### config.mk
export PLATFORM = sky130hd
export DESIGN_NAME = ro_measure_sched
export DESIGN_NICKNAME = d
export VERILOG_FILES = /design/src/rtl/ro_measure_sched.sv
export SDC_FILE = /design/constraint.sdc
export NUM_CORES = 1
export LEC_CHECK = 0
export ABC_AREA = 1
export ABC_CLOCK_PERIOD_IN_PS = 2200
export BUFFER_PORTS_ARGS = -buffer_cell sky130_fd_sc_hd__buf_4
export CORE_MARGIN = 1
export CORE_UTILIZATION = 25
export DETAILED_ROUTE_END_ITERATION = 10
export GPL_TIMING_DRIVEN = 1
export PLACE_DENSITY = 0.52
export SLEW_MARGIN = 0
export SYNTH_ARGS = -nofsm -noshare
export SYNTH_HDL_FRONTEND = slang
export SYNTH_SLANG_ARGS = --single-unit
### constraint.sdc
create_clock -name clk -period 2.2 [get_ports clk]
set_input_delay 0.11 -clock clk [delete_from_list [all_inputs] [get_ports clk]]
set_output_delay 0.11 -clock clk [all_outputs]
set_load 0.005 [all_outputs]
### src/rtl/ro_measure_sched.sv
// Measurement sequencer for the tapped ring oscillator: settles the ring on a tap, counts
// synchronised rising edges over a clk-timed gate window and hands results out via valid/ready.
module ro_measure_sched #(
    parameter int unsigned CNT_W         = 15,
    parameter int unsigned WIN_W         = 16,
    parameter int unsigned SETTLE_CYCLES = 16
) (
    input  logic             clk,
    input  logic             rst,
    input  logic             start,
    input  logic             sweep,
    input  logic [2:0]       tap_sel,
    input  logic [WIN_W-1:0] window,
    input  logic             abort,
    input  logic             osc_in,
    output logic             ring_en,
    output logic [2:0]       ring_tap,
    output logic             busy,
    output logic             res_valid,
    input  logic             res_ready,
    output logic [CNT_W-1:0] res_count,
    output logic [2:0]       res_tap,
    output logic             res_ovf
);

    localparam int unsigned SET_W = (SETTLE_CYCLES > 1) ? $clog2(SETTLE_CYCLES) : 1;
    localparam int unsigned TMR_W = (WIN_W > SET_W) ? WIN_W : SET_W;
    localparam logic [TMR_W-1:0] SETTLE_LOAD = TMR_W'(SETTLE_CYCLES - 1);

    typedef enum logic [1:0] {
        StIdle,
        StSettle,
        StGate,
        StDone
    } state_e;

    state_e             state_q, state_d;
    logic               sweep_q, sweep_d;
    logic [WIN_W-1:0]   win_q, win_d;
    logic [2:0]         tap_q, tap_d;
    logic [TMR_W-1:0]   timer_q, timer_d;
    logic [CNT_W-1:0]   cnt_q, cnt_d;
    logic               ovf_q, ovf_d;
    logic               s1_q, s2_q, s3_q;
    logic               rise;

    // s1/s2 resolve metastability; s3 only exists to form the edge detect.
    assign rise = s2_q & ~s3_q;

    always_ff @(posedge clk) begin
        if (rst) begin
            state_q <= StIdle;
            sweep_q <= 1'b0;
            win_q   <= '0;
            tap_q   <= 3'd0;
            timer_q <= '0;
            cnt_q   <= '0;
            ovf_q   <= 1'b0;
            s1_q    <= 1'b0;
            s2_q    <= 1'b0;
            s3_q    <= 1'b0;
        end else begin
            state_q <= state_d;
            sweep_q <= sweep_d;
            win_q   <= win_d;
            tap_q   <= tap_d;
            timer_q <= timer_d;
            cnt_q   <= cnt_d;
            ovf_q   <= ovf_d;
            s1_q    <= osc_in;
            s2_q    <= s1_q;
            s3_q    <= s2_q;
        end
    end

    always_comb begin
        state_d = state_q;
        sweep_d = sweep_q;
        win_d   = win_q;
        tap_d   = tap_q;
        timer_d = timer_q;
        cnt_d   = cnt_q;
        ovf_d   = ovf_q;

        unique case (state_q)
            StIdle: begin
                if (start) begin
                    sweep_d = sweep;
                    win_d   = (window == '0) ? WIN_W'(1) : window;
                    tap_d   = sweep ? 3'd0 : tap_sel;
                    timer_d = SETTLE_LOAD;
                    cnt_d   = '0;
                    ovf_d   = 1'b0;
                    state_d = StSettle;
                end
            end
            StSettle: begin
                if (timer_q == '0) begin
                    timer_d = TMR_W'(win_q) - TMR_W'(1);
                    state_d = StGate;
                end else begin
                    timer_d = timer_q - TMR_W'(1);
                end
            end
            StGate: begin
                if (rise) begin
                    if (&cnt_q) begin
                        ovf_d = 1'b1;
                    end else begin
                        cnt_d = cnt_q + CNT_W'(1);
                    end
                end
                if (timer_q == '0) begin
                    state_d = StDone;
                end else begin
                    timer_d = timer_q - TMR_W'(1);
                end
            end
            StDone: begin
                if (res_ready) begin
                    if (sweep_q && (tap_q != 3'd7)) begin
                        tap_d   = tap_q + 3'd1;
                        timer_d = SETTLE_LOAD;
                        cnt_d   = '0;
                        ovf_d   = 1'b0;
                        state_d = StSettle;
                    end else begin
                        state_d = StIdle;
                    end
                end
            end
            default: state_d = StIdle;
        endcase

        // Abort overrides every other transition, including a same-cycle handshake.
        if (abort && (state_q != StIdle)) begin
            state_d = StIdle;
        end
    end

    assign ring_en   = (state_q == StSettle) || (state_q == StGate);
    assign ring_tap  = tap_q;
    assign busy      = (state_q != StIdle);
    assign res_valid = (state_q == StDone);
    assign res_count = cnt_q;
    assign res_tap   = tap_q;
    assign res_ovf   = ovf_q;

endmodule

==> results_dict.tcl <==
set metrics [dict create \
    wl_per_cell_um 12.3 \
    slew_headroom_pct 65.8 \
    setup.worst_path.class "flop to flop" \
    insertion_delay_ps 320 \
    syn_to_final_growth_pct 22.2 \
    wl_mm 10.2 \
    grt_pass1_vias 3682 \
    regToRegEndpoint "timer_q[10]" \
    htreeDepth 3 \
    place_congestion 0.842 \
    ys.flop_type "dfxtp_1" \
    fp-row-count 44 \
    synth_edf_count 0 \
    ys_ff_latch 57 \
    grt_max_degree 38 \
    numPortBuffers 50 \
    cts_root_buf "clkbuf_16" \
    synth_top_area_share_pct 30.3 \
    antenna_found_initial 0 \
    fp.dieW_um 125 \
    setup_viol 0 \
    worst_setup_path_end_kind "flop" \
    startpoint "state_q[0]" \
    synth_commonest_cells "150 x nand2_1, 94 x nor2_1, 60 x inv_1" \
    synth.distinct_cells 41 \
    min_period_ps 1950 \
    synth-seq-area-share_pct 30.3 \
    finClkSkew_ps 6.31 \
    powerDensity_nw_per_um2 1130 \
    timing.rr.start "state_q[0]" \
    holdCritPathClass "input pin to flop" \
    rr_worst_depth 8 \
    holdCritStartpoint "tap_sel[1]" \
    r2r_slack_ps 250 \
    min_period_over_period_pct 88.7 \
    syn_nets 623 \
    dpl.hpwl_mm 7.78 \
    die-height_um 125 \
    outcome "completed" \
    slew_viol_final 0 \
    ir_drop_uv 466 \
    fmax_mhz 512 \
    dp_slack_ps 195 \
    path_clk_slew_ps 50 \
    drc 0 \
    power_leakage_nw 2.01 \
    clock-sinks 57 \
    worst_slew_pin_slew_ps 514 \
    rsz0062_at_grt "false" \
    ant_nets 0 \
    fin_nets 675 \
    cts_buffers 9 \
    ys_warn_count 0 \
    worstPathMaxFanout 11 \
    synthCells 588 \
    vias_per_cell 4.62 \
    layout_setup_ws_ps 248 \
    finalHoldViolCount 0 \
    fin_setup_tns_ps 0 \
    cp.required_ps 2450 \
    drv_cap 0 \
    core_area_um2 14600 \
    num_vias 3832 \
    yosys-top-cells-area "dfxtp_1 30%, nand2_1 15%, nor2_1 9.4%" \
    yosysMostFrequentCell "nand2_1" \
    critPathLaunchType "flop" \
    drt_iter0_drc 216 \
    antenna_cells 0 \
    grt_overflow 0 \
    start_util_pct 25.8 \
    avgSynthCellArea_um2 6.40 \
    arrival_ps 2210 \
    yosys.area.top_type "dfxtp_1" \
    cts_tree "yes" \
    firstDrtPassIters 4 \
    grt_pass1_wl_mm 17.5 \
    clock_path_buffers 2 \
    drive_gt1_share_pct 17.1 \
    worstSetupEndpoint "timer_q[10]" \
    ioPinCount 51 \
    syn_area_um2 3770 \
    grt_usage_pct 13.7 \
    ys_async_sr_fraction_pct 0 \
    die-area_um2 15600 \
]
-- report_power, final --
| part | total, mW | switching [mW] | internal, mW |
|---|---|---|---|
| clock | 1.27 | 0.483 | 0.792 |
| combinational | 2.55 | 1.67 | 0.888 |
| sequential | 1.37 | 0.166 | 1.21 |
| total | 5.20 | 2.31 | 2.89 |
-- stage by stage --
step / hold slack (ps) / instances / total power, mW / utilization (%) / area, µm²
3_3_place_gp: 309 / 812 / 3.92 / 29.6 / 4310
2_1_floorplan: 217 / 588 / 3.31 / - / 3770
4_1_cts: 24.6 / 829 / 5.26 / 31.5 / 4600
3_5_place_dp: 319 / 812 / 3.96 / 29.6 / 4310
5_1_grt: 51.4 / 829 / 5.67 / 31.5 / 4600
6_report: 31.0 / 829 / 5.20 / 31.5 / 4600
-- critical path: stages, from the launching register on --
cell,delay (ps)
dfxtp_1,380
inv_1,100
ha_1,350
buf_4,250
nand2_4,100
nand3_2,220
inv_2,230
nand3_1,120
a21oi_2,120
-- sequential cells by signal, summed over array words and instances, names as in the netlist, 2 cells and up --
register   flops
timer_q       16
win_q         16
res_count     15
res_tap        3
state_q        2
-- cell usage in the layout (no fill, tap or decap), types with 2 or more instances in the layout --
| master | n |
|---|---|
| nor2_2 | 2 |
| a211oi_1 | 12 |
| nor3_2 | 3 |
| inv_1 | 60 |
| nand2_2 | 4 |
| nand2_4 | 5 |
| nand3_1 | 55 |
| dfxtp_1 | 57 |
| buf_4 | 56 |
| a221oi_1 | 2 |
| nor2_4 | 3 |
| a21oi_1 | 27 |
| xnor2_1 | 3 |
| o21ai_0 | 22 |
| nand4_1 | 8 |
| clkbuf_1 | 2 |
| clkinvlp_4 | 2 |
| clkinv_2 | 2 |
| clkbuf_16 | 9 |
| a21oi_2 | 10 |
| nor3_1 | 10 |
| ha_1 | 9 |
| nand2_1 | 150 |
| xor2_1 | 11 |
| nor4_1 | 4 |
| nor2_1 | 94 |
| o211ai_1 | 3 |
| inv_2 | 6 |
-- worst min path at each step --
stage	cells past startpoint	slack, ps	endpoint
final	3	30	res_tap[1]
after global routing	3	50	res_tap[2]
after CTS	3	20	res_tap[1]
after detailed placement	3	320	s1_q
after global placement	3	310	s1_q
after floorplan	2	220	s1_q
-- cells by family after synthesis --
group	after synthesis	share of synthesized area [%]
AND/OR/NAND/NOR	343	40.3
buffers and inverters	85	9.77
AO/OA/AOI/OAI	80	13.4
flip-flops	57	30.3
XOR/XNOR	14	3.26
adder cells (fa/ha/maj)	9	2.99
-- final cells by class --
class / instances / area [µm²]
sequential: 57 / 1140
multi-input combinational: 446 / 2260
fill: 1594 / 9990
clock buffer: 12 / 246
inverter: 69 / 263
tap: 184 / 230
clock inverter: 4 / 28.8
timing repair buffer: 57 / 430
-- what timing repair did --
action,4_1_cts,5_1_grt
endpoints found under the hold margin,1,0
setup buffers,0,0
endpoints found under the setup margin,0,4
hold buffers,1,0
gates resized for setup,0,1
-- metal layers --
metal  GRT usage [%]  vias up  wire [µm]
met5               0        -          0
met4            5.95        0        142
met1            17.6     1734       5070
met2            21.6       79       4600
met3            3.39        8        402
li1                -     2011          -
(Power assumes the default switching activity.)
